<file path="src/rtl/jtag_reg_access_pkg.sv">
// jtag_reg_access_pkg: shared DM addresses, DMI codes, cmderr codes and command checks
package jtag_reg_access_pkg;
  localparam logic [6:0] A_DATA0 = 7'h04;
  localparam logic [6:0] A_DMCONTROL = 7'h10;
  localparam logic [6:0] A_DMSTATUS = 7'h11;
  localparam logic [6:0] A_ABSTRACTCS = 7'h16;
  localparam logic [6:0] A_COMMAND = 7'h17;
  localparam logic [1:0] OP_NOP = 2'd0;
  localparam logic [1:0] OP_READ = 2'd1;
  localparam logic [1:0] OP_WRITE = 2'd2;
  localparam logic [1:0] OP_RSVD = 2'd3;
  localparam logic [1:0] RESP_OK = 2'd0;
  localparam logic [1:0] RESP_FAIL = 2'd2;
  localparam logic [2:0] CMDERR_NONE = 3'd0;
  localparam logic [2:0] CMDERR_BUSY = 3'd1;
  localparam logic [2:0] CMDERR_NOTSUP = 3'd2;
  localparam logic [2:0] CMDERR_HALTRESUME = 3'd4;
  localparam logic [15:0] REGNO_BASE = 16'h1000;
  localparam logic [2:0] AARSIZE_32 = 3'd2;
  localparam int DMC_HALTREQ = 31;
  localparam int DMC_NDMRESET = 1;
  localparam int DMC_DMACTIVE = 0;
  localparam int CMD_TRANSFER = 17;
  localparam int CMD_WRITE = 16;
  localparam int ACS_CMDERR_LSB = 8;

  typedef enum logic [1:0] {S_IDLE = 2'd0, S_EXEC = 2'd1, S_RESP = 2'd2} state_t;

  // Classify an access-register command: unsupported shape first, then halt state
  function automatic logic [2:0] cmd_check(input logic [31:0] cmd, input logic halted, input int reg_num);
    logic [16:0] idx;
    idx = {1'b0, cmd[15:0]} - {1'b0, REGNO_BASE};
    return (cmd[31:24] != 8'h0 || cmd[22:20] != AARSIZE_32 || idx[16] || int'(idx) >= reg_num) ? CMDERR_NOTSUP :
           halted ? CMDERR_NONE : CMDERR_HALTRESUME;
  endfunction
endpackage

</file>
<file path="src/rtl/jtag_reg_access_dm_csr.sv">
// jtag_reg_access_dm_csr: debug-module register storage and DMI read mux
module jtag_reg_access_dm_csr
  import jtag_reg_access_pkg::*;
#(
  parameter int DMI_ADDR_W = 7,
  parameter int DM_VERSION = 2
) (
  input  logic                  clk,
  input  logic                  rst,
  input  logic                  wr,
  input  logic [DMI_ADDR_W-1:0] addr,
  input  logic [31:0]           wdata,
  input  logic                  err_set,
  input  logic [2:0]            err_val,
  input  logic                  load,
  input  logic [31:0]           load_data,
  input  logic                  halted,
  input  logic                  busy,
  output logic [31:0]           rdata,
  output logic [31:0]           data0,
  output logic [2:0]            cmderr,
  output logic                  dmactive,
  output logic                  haltreq,
  output logic                  ndmreset
);
  localparam logic [DMI_ADDR_W-1:0] ADDR_DATA0 = DMI_ADDR_W'(A_DATA0);
  localparam logic [DMI_ADDR_W-1:0] ADDR_DMCONTROL = DMI_ADDR_W'(A_DMCONTROL);
  localparam logic [DMI_ADDR_W-1:0] ADDR_DMSTATUS = DMI_ADDR_W'(A_DMSTATUS);
  localparam logic [DMI_ADDR_W-1:0] ADDR_ABSTRACTCS = DMI_ADDR_W'(A_ABSTRACTCS);

  // Register updates; an abstract read result takes priority over a DMI data0 write
  always_ff @(posedge clk) begin
    if (!rst) begin
      data0 <= '0;
      cmderr <= CMDERR_NONE;
      dmactive <= 1'b0;
      haltreq <= 1'b0;
      ndmreset <= 1'b0;
    end else begin
      if (load) data0 <= load_data;
      else if (wr && addr == ADDR_DATA0 && dmactive) data0 <= wdata;
      if (wr && addr == ADDR_DMCONTROL) begin
        haltreq <= wdata[DMC_HALTREQ];
        ndmreset <= wdata[DMC_NDMRESET];
        dmactive <= wdata[DMC_DMACTIVE];
      end
      if (err_set) cmderr <= err_val;
      else if (wr && addr == ADDR_ABSTRACTCS) cmderr <= cmderr & ~wdata[ACS_CMDERR_LSB +: 3];
    end
  end

  // Read mux; command and unmapped addresses read as zero
  always_comb begin
    rdata = addr == ADDR_DATA0 ? data0 :
            addr == ADDR_DMCONTROL ? {haltreq, 29'b0, ndmreset, dmactive} :
            addr == ADDR_DMSTATUS ? {20'b0, !halted, !halted, halted, halted, 1'b1, 3'b0, 4'(DM_VERSION)} :
            addr == ADDR_ABSTRACTCS ? {19'b0, busy, 1'b0, cmderr, 4'b0, 4'd1} : '0;
  end
endmodule

</file>
<file path="src/rtl/jtag_reg_access.sv">
// jtag_reg_access: DMI-facing debug-module engine executing abstract GPR accesses
module jtag_reg_access
  import jtag_reg_access_pkg::*;
#(
  parameter int DMI_ADDR_W = 7,
  parameter int REG_NUM = 32,
  parameter int DM_VERSION = 2
) (
  input  logic                  clk,
  input  logic                  rst,
  input  logic                  dmi_req_valid_i,
  output logic                  dmi_req_ready_o,
  input  logic [1:0]            dmi_op_i,
  input  logic [DMI_ADDR_W-1:0] dmi_addr_i,
  input  logic [31:0]           dmi_data_i,
  output logic                  dmi_resp_valid_o,
  input  logic                  dmi_resp_ready_i,
  output logic [31:0]           dmi_resp_data_o,
  output logic [1:0]            dmi_resp_op_o,
  input  logic                  halted_i,
  output logic                  halt_req_o,
  output logic                  ndmreset_o,
  output logic                  reg_we_o,
  output logic [4:0]            reg_addr_o,
  output logic [31:0]           reg_wdata_o,
  input  logic [31:0]           reg_rdata_i
);
  localparam logic [DMI_ADDR_W-1:0] ADDR_COMMAND = DMI_ADDR_W'(A_COMMAND);

  state_t      state;
  logic        we_q;
  logic        accept;
  logic        wr;
  logic        cmd_ok;
  logic        err_set;
  logic        go_exec;
  logic        busy;
  logic        dmactive;
  logic [2:0]  chk;
  logic [2:0]  cmderr;
  logic [31:0] data0;
  logic [31:0] csr_rdata;
  logic [31:0] load_data;

  assign accept = dmi_req_valid_i && dmi_req_ready_o;
  assign wr = accept && dmi_op_i == OP_WRITE;
  assign chk = cmd_check(dmi_data_i, halted_i, REG_NUM);
  assign cmd_ok = wr && dmi_addr_i == ADDR_COMMAND && dmactive && cmderr == CMDERR_NONE;
  assign err_set = cmd_ok && chk != CMDERR_NONE;
  assign go_exec = cmd_ok && chk == CMDERR_NONE && dmi_data_i[CMD_TRANSFER];
  assign busy = state == S_EXEC;
  assign load_data = reg_addr_o == 5'd0 ? '0 : reg_rdata_i;
  assign reg_we_o = we_q && rst;

  jtag_reg_access_dm_csr #(.DMI_ADDR_W(DMI_ADDR_W), .DM_VERSION(DM_VERSION)) u_csr (
    .clk(clk),
    .rst(rst),
    .wr(wr),
    .addr(dmi_addr_i),
    .wdata(dmi_data_i),
    .err_set(err_set),
    .err_val(chk),
    .load(busy && !we_q),
    .load_data(load_data),
    .halted(halted_i),
    .busy(busy),
    .rdata(csr_rdata),
    .data0(data0),
    .cmderr(cmderr),
    .dmactive(dmactive),
    .haltreq(halt_req_o),
    .ndmreset(ndmreset_o)
  );

  // Request/response handshake and one-cycle abstract-command execution
  always_ff @(posedge clk) begin
    if (!rst) begin
      state <= S_IDLE;
      dmi_req_ready_o <= 1'b1;
      dmi_resp_valid_o <= 1'b0;
      dmi_resp_data_o <= '0;
      dmi_resp_op_o <= RESP_OK;
      we_q <= 1'b0;
      reg_addr_o <= '0;
      reg_wdata_o <= '0;
    end else begin
      case (state)
        S_IDLE: if (accept) begin
          state <= go_exec ? S_EXEC : S_RESP;
          dmi_req_ready_o <= 1'b0;
          dmi_resp_valid_o <= !go_exec;
          dmi_resp_data_o <= dmi_op_i == OP_READ ? csr_rdata : '0;
          dmi_resp_op_o <= dmi_op_i == OP_RSVD ? RESP_FAIL : RESP_OK;
          if (go_exec) begin
            reg_addr_o <= dmi_data_i[4:0];
            reg_wdata_o <= data0;
            we_q <= dmi_data_i[CMD_WRITE];
          end
        end
        S_EXEC: begin
          state <= S_RESP;
          we_q <= 1'b0;
          dmi_resp_valid_o <= 1'b1;
        end
        default: if (dmi_resp_ready_i) begin
          state <= S_IDLE;
          dmi_resp_valid_o <= 1'b0;
          dmi_req_ready_o <= 1'b1;
        end
      endcase
    end
  end
endmodule

</file>
<file path="config.mk">
export PLATFORM = sky130hd
export DESIGN_NAME = jtag_reg_access
export DESIGN_NICKNAME = d
export VERILOG_FILES = /design/src/rtl/jtag_reg_access_pkg.sv /design/src/rtl/jtag_reg_access_dm_csr.sv /design/src/rtl/jtag_reg_access.sv
export SDC_FILE = /design/constraint.sdc
export NUM_CORES = 1
export LEC_CHECK = 0
export ABC_AREA = 1
export BUFFER_PORTS_ARGS = -buffer_cell sky130_fd_sc_hd__buf_2
export CORE_ASPECT_RATIO = 1.1
export CORE_UTILIZATION = 55
export CTS_BUF_LIST = sky130_fd_sc_hd__clkbuf_16
export CTS_CLUSTER_DIAMETER = 80
export DETAILED_ROUTE_END_ITERATION = 6
export PLACE_DENSITY = 0.91
export SLEW_MARGIN = 15
export SYNTH_ARGS = -nofsm -noshare
export SYNTH_HDL_FRONTEND = slang
export SYNTH_SLANG_ARGS = --single-unit
</file>
<file path="constraint.sdc">
create_clock -name clk -period 5.35 [get_ports clk]
set_input_delay 1.07 -clock clk [delete_from_list [all_inputs] [get_ports clk]]
set_output_delay 1.07 -clock clk [all_outputs]
set_load 0.005 [all_outputs]
</file>
==> impl_metrics.yaml, run 1 <==
die:
  rows: 35
  initial_utilization_pct: 57.2
  core_um2: 8500
  die_x_um: 91.6
  die_area_um2: 9220
  die_h_um: 101
  io_pins: 154
power_and_ir_drop:
  ir_drop_mv: 0.188
  p_total_mw: 1.58
  power_density_nw_per_um2: 268
  p_leak_nw: 2.98
cts:
  post_cts_resize_count: 0
  post_cts_buffers: 0
  cts-root-buf: "clkbuf_16"
  clkLatencyLatePin_ps: 340
  cts_buffers: 9
  clk_pin_slew_ps: 70
  cts_max_level: 3
  cts_tree: "done"
  cts_sinks: 112
  cts_hold_buffers: 0
  clock_path_buffers: 2
global_route:
  gr-total-overflow: 0
  grt_max_degree: 79
  antenna_found_initial: 0
  grt_pass1_wl_mm: 21.4
  globalRoute.busiestLayer: "met2"
  met3_usage_pct: 7.84
  use_met2_pct: 51.1
  grt_pass1_vias: 4684
  met1_usage_pct: 35.2
  grt_usage_pct: 29.5
critical_path:
  crit_fanout: 75
  end_kind: "register"
  r2r_slack_ps: 2140
  worstSetupStartpointType: "primary input"
  cp.required_ps: 5580
  cp_data_arrival_time_ps: 3470
  worstSetupPathType: "in2reg"
timing:
  final_max_slew_viol_count: 0
  hold_viol: 0
  tightestPinTransition_ps: 1140
  period_minus_slack_ps: 3240
  fmax_mhz: 309
  setup_viol: 0
  slew_headroom_pct: 23.4
  fin_ws_ps: 2110
  setup_total_negative_slack_ps: 0
  rsz0062_at_grt: "false"
  hold-worst-slack_ps: 464
  clock_skew_ps: 6.55
  period_share_pct: 60.6
final_layout:
  multi_input_comb_area_um2: 2150
  num-nets-final: 896
  areaGrowthSynthToFinish_pct: 21.0
  n_antenna_cell: 0
  utilization_pct: 69.2
  drive_gt1_share_pct: 22.0
  fill_cells: 705
  seq_area_um2: 2240
synth:
  synth.most_common_cell: "nand2_1"
  synth_top_area_share_pct: 46.1
  netlist_instances: 688
  synth_commonest_cells: "nand2_1, dfxtp_1, nor2_1"
  syn-cell-area_um2: 4860
  synth_edf_count: 0
  synth_fa_ha_area_share_pct: 0.257
  yosysWarnings: 0
  ys_seq_elements: 112
  muxShareOfSynthArea_pct: 0
  syn_area_per_cell_um2: 7.06
  ys_seq_area_share_pct: 46.1
  ys.flop_type: "dfxtp_1"
  synthTopCellsByArea: "dfxtp_1, nand2_1, nor2_1"
  synth-simple-area-share_pct: 26.1
  synth_xor_area_share_pct: 0
  synth_area_leader_cell: "dfxtp_1"
  synth_top_family_by_area: "simple AND/OR/NAND/NOR gates"
  synthArstFlopShare_pct: 0
  ys_types: 28
  syn-num-nets: 767
  synth_compound_area_share_pct: 17.7
detailed_routing:
  drc_errors: 0
  wire_per_inst_um: 14.7
  vias: 5001
  routed_wl_mm: 13.7
  viasPerCell: 5.37
  drt_iter0_drc: 262
  dr.pass1.iters: 5
  ant_nets: 0
place:
  portBuffers: 152
  place.gp.congestion: 0.943
  dp_hpwl_mm: 9.29
  place_ws_ps: 1810
flow_run:
  drv_cap: 0
outcome:
  outcome: "finished clean"
hold_path:
  min_path_type: "reg2reg"
-- through the flow --
step / instances / instance area, um^2
after floorplan: 688 / 4860
after global placement: 917 / 5600
after detailed placement: 917 / 5600
after CTS: 931 / 5880
after global routing: 931 / 5880
final: 931 / 5880
-- state kept, by name, summed over array words and instances, names as in the netlist, 3 cells and up --
register         cells
reg_addr_o           5
dmi_resp_data_o     32
reg_wdata_o         32
u_csr.data0         32
u_csr.cmderr         3
-- placed cells by master (no fill, tap or decap) --
cell type | netlist | final
a31oi_1 | 1 | 1
nor2_1 | 106 | 106
a22oi_1 | 32 | 32
conb_1 | 1 | 1
inv_1 | 71 | 70
nand3_1 | 11 | 11
nor2_2 | 5 | 5
nand3_2 | 2 | 2
o21ai_0 | 41 | 41
nand2_1 | 172 | 172
nand4_4 | 0 | 1
a211oi_1 | 2 | 2
bufinv_16 | 0 | 1
nor3_4 | 2 | 2
nor3_1 | 4 | 4
and2_1 | 1 | 1
nand4_1 | 6 | 6
inv_2 | 2 | 2
o211ai_1 | 5 | 5
nor3_2 | 1 | 1
clkbuf_16 | 0 | 9
a21oi_1 | 68 | 68
ha_1 | 1 | 1
o21ai_4 | 1 | 1
dfxtp_1 | 112 | 112
buf_2 | 11 | 152
buf_4 | 3 | 3
clkinv_4 | 0 | 1
clkinv_1 | 3 | 7
-- layout make-up --
type                       count  share of cell area (%)
timing repair buffer         155                    13.3
tap                          111                    2.36
multi-input combinational    463                    36.6
sequential                   112                    38.1
clock inverter                 5                   0.851
clock buffer                   9                    3.83
inverter                      76                    4.85
-- power breakdown --
group          internal (mW)  leakage (nW)  switching, mW
registers              0.835         0.902        0.00224
logic                 0.0370          1.95         0.0629
clock network          0.354         0.134          0.284
total                   1.23          2.98          0.349
-- path summary, 6_finish.rpt --
path,from,end,cells after the start
setup / recovery,dmi_data_i[12],reg_wdata_o[31],12
hold / removal,dmi_resp_data_o[19],dmi_resp_data_o[19],2
setup reg to reg,dmi_resp_valid_o,u_csr.data0[18],8
hold reg to reg,dmi_resp_data_o[19],dmi_resp_data_o[19],2
-- critical path, cell delays in order --
cell	delay (ps)
buf_2	100
inv_1	40
ha_1	260
inv_1	40
nor2_1	70
nand2_1	50
nor2_1	90
nand2_1	70
nor2_1	280
nand4_4	850
nor2_1	430
nor2_1	90
-- logic make-up after synthesis --
kind of cell,after synthesis
other,1
AO/OA/AOI/OAI,150
AND/OR/NAND/NOR,311
buffers and inverters,113
flip-flops,112
adder cells (fa/ha/maj),1
-- per-layer routing --
| metal | part of all wire, % | wire length [um] |
|---|---|---|
| met5 | 0 | 0 |
| met4 | 2.1 | 288 |
| met3 | 9.4 | 1280 |
| met2 | 48 | 6620 |
| met1 | 40 | 5500 |
(Power assumes the default switching activity.)
==> run 2: changes to the inputs <==
--- a/config.mk
+++ b/config.mk
@@ -8,11 +8,11 @@
 export ABC_AREA = 1
 export BUFFER_PORTS_ARGS = -buffer_cell sky130_fd_sc_hd__buf_2
 export CORE_ASPECT_RATIO = 1.1
-export CORE_UTILIZATION = 55
+export CORE_UTILIZATION = 51
 export CTS_BUF_LIST = sky130_fd_sc_hd__clkbuf_16
 export CTS_CLUSTER_DIAMETER = 80
 export DETAILED_ROUTE_END_ITERATION = 6
-export PLACE_DENSITY = 0.91
+export PLACE_DENSITY = 0.86
 export SLEW_MARGIN = 15
 export SYNTH_ARGS = -nofsm -noshare
 export SYNTH_HDL_FRONTEND = slang
==> constraint.sdc (replaced) <==
create_clock -name clk -period 3 [get_ports clk]
set_input_delay 0.6 -clock clk [delete_from_list [all_inputs] [get_ports clk]]
set_output_delay 0.6 -clock clk [all_outputs]
set_load 0.005 [all_outputs]
==> impl_metrics.yaml, run 2 (same netlist as run 1, synthesis figures left out) <==
final_layout:
  layout_commonest_cell: "nand2_1"
  seq_area_um2: 2240
  fill_cells: 877
  num-nets-final: 905
  drive_gt1_share_pct: 22.8
  utilization_pct: 64.2
  design_area_um2: 5970
  multi_input_comb_area_um2: 2150
  areaGrowthSynthToFinish_pct: 22.9
  top_regs: "dmi_resp_data_o: 32 flops, reg_wdata_o: 32 flops, u_csr.data0: 32 flops"
  final_cell_mix: "nand2_1, buf_2, dfxtp_1"
  n_antenna_cell: 0
power_and_ir_drop:
  power_density_nw_per_um2: 476
  p_sw_mw: 0.646
  p_leak_nw: 3.04
  seqPwrFrac_pct: 52.6
  ir_drop_mv: 0.274
  combPwrFrac_pct: 6.4
  sw_frac_of_total_pct: 22.8
  clkPwrFrac_pct: 41.0
  p_int_mw: 2.19
timing:
  setup_viol: 0
  hold_viol: 0
  tightestPinTransition_ps: 559
  setup_total_negative_slack_ps: 0
  final_max_slew_viol_count: 0
  slew_headroom_pct: 62.7
  fin_ws_ps: 821
  rsz0062_at_grt: "false"
  fmax_mhz: 459
  period_minus_slack_ps: 2180
  clock_skew_ps: 7.77
  period_share_pct: 72.6
cts:
  post_cts_buffers: 0
  cts-root-buf: "clkbuf_16"
  cts_max_level: 3
  cts_hold_buffers: 0
  cts_buffers: 9
  clk_pin_slew_ps: 70
  clkLatencyLatePin_ps: 340
  post_cts_resize_count: 0
  clock_path_buffers: 2
  cts_tree: "done"
  cts_sinks: 112
global_route:
  grt_pass1_wl_mm: 20.9
  grt_pass1_vias: 4443
  antenna_found_initial: 0
  grt_max_degree: 55
  grt_usage_pct: 26.9
  gr-total-overflow: 0
critical_path:
  worstSetupPathType: "reg2reg"
  end_kind: "register"
  path_cells: "inv_1 -> nand2_1 -> nor2_1 -> clkinv_1 -> o21ai_4 -> buf_12 -> o21ai_0 -> a21oi_1"
  cp.required_ps: 3270
  crit_family: "buffers and inverters"
  worstSetupStartpointType: "register"
  max_stage_delay_ps: 460
  cp_data_arrival_time_ps: 2450
  crit_fanout: 46
  cp.buffers_inverters: 3
  slowest_stage: "clkinv_1"
place:
  dpl_cell_area_um2: 5690
  place.gp.congestion: 0.916
  portBuffers: 152
  place_ws_ps: 557
  dp_hpwl_mm: 9.55
detailed_routing:
  ant_nets: 0
  drt_iter0_drc: 190
  wire_per_inst_um: 13.9
  viasPerCell: 5.06
  drc_errors: 0
  dr.pass1.iters: 4
  vias: 4791
  routed_wl_mm: 13.1
die:
  core_um2: 9310
  rows: 37
  die_x_um: 95.1
  die_h_um: 104
  initial_utilization_pct: 52.2
  die_area_um2: 9920
  io_pins: 154
flow_run:
  drv_cap: 0
hold_path:
  min_path_type: "reg2reg"
outcome:
  outcome: "finished clean"
run 2: final cells by class:
type	count	share of cell area [%]
sequential	112	37.6
clock buffer	9	3.77
tap	117	2.45
timing repair buffer	164	14.5
clock inverter	6	0.901
inverter	76	4.78
multi-input combinational	463	36.1
run 2: power groups by stage:
| stage | registers, mW | clock network (mW) | logic (mW) |
|---|---|---|---|
| detailed placement | 1.53 | 0 | 0.181 |
| CTS | 1.49 | 1.17 | 0.182 |
| floorplan | 1.53 | 0 | 0.0843 |
| global placement | 1.53 | 0 | 0.181 |
| global route | 1.49 | 1.23 | 0.200 |
| finish | 1.49 | 1.16 | 0.182 |
run 2: worst register-to-register path: cells and delay by family, from the launching register on:
| family | cells | cell delay [ps] |
|---|---|---|
| buffers and inverters | 3 | 830 |
| AOI/OAI and AO/OA | 3 | 670 |
| DFF | 1 | 360 |
| and+or+nand+nor | 2 | 250 |
run 2: worst paths after layout:
kind	from	endpoint	slack, ps	cells past startpoint
worst max register to register	dmi_resp_valid_o	u_csr.data0[5]	820	8
worst min-delay path	dmi_resp_data_o[20]	dmi_resp_data_o[20]	460	2
worst max-delay path	dmi_resp_valid_o	u_csr.data0[5]	820	8
worst min register to register	dmi_resp_data_o[20]	dmi_resp_data_o[20]	460	2
run 2: metrics by stage:
stage | hold WS, ps | cells | power [mW]
final | 462 | 947 | 2.84
after global routing | 489 | 947 | 2.92
after CTS | 464 | 947 | 2.85
after detailed placement | 453 | 932 | 1.71
after global placement | 450 | 932 | 1.71
after floorplan | 432 | 688 | 1.61
run 2: routing by layer:
metal	vias to the layer above	GRT usage, %	share of wire [%]
met2	179	43.1	45
met3	15	6.58	7.7
met4	0	5.74	1.1
met5	-	0	0
li1	2468	-	-
met1	2129	36.5	47
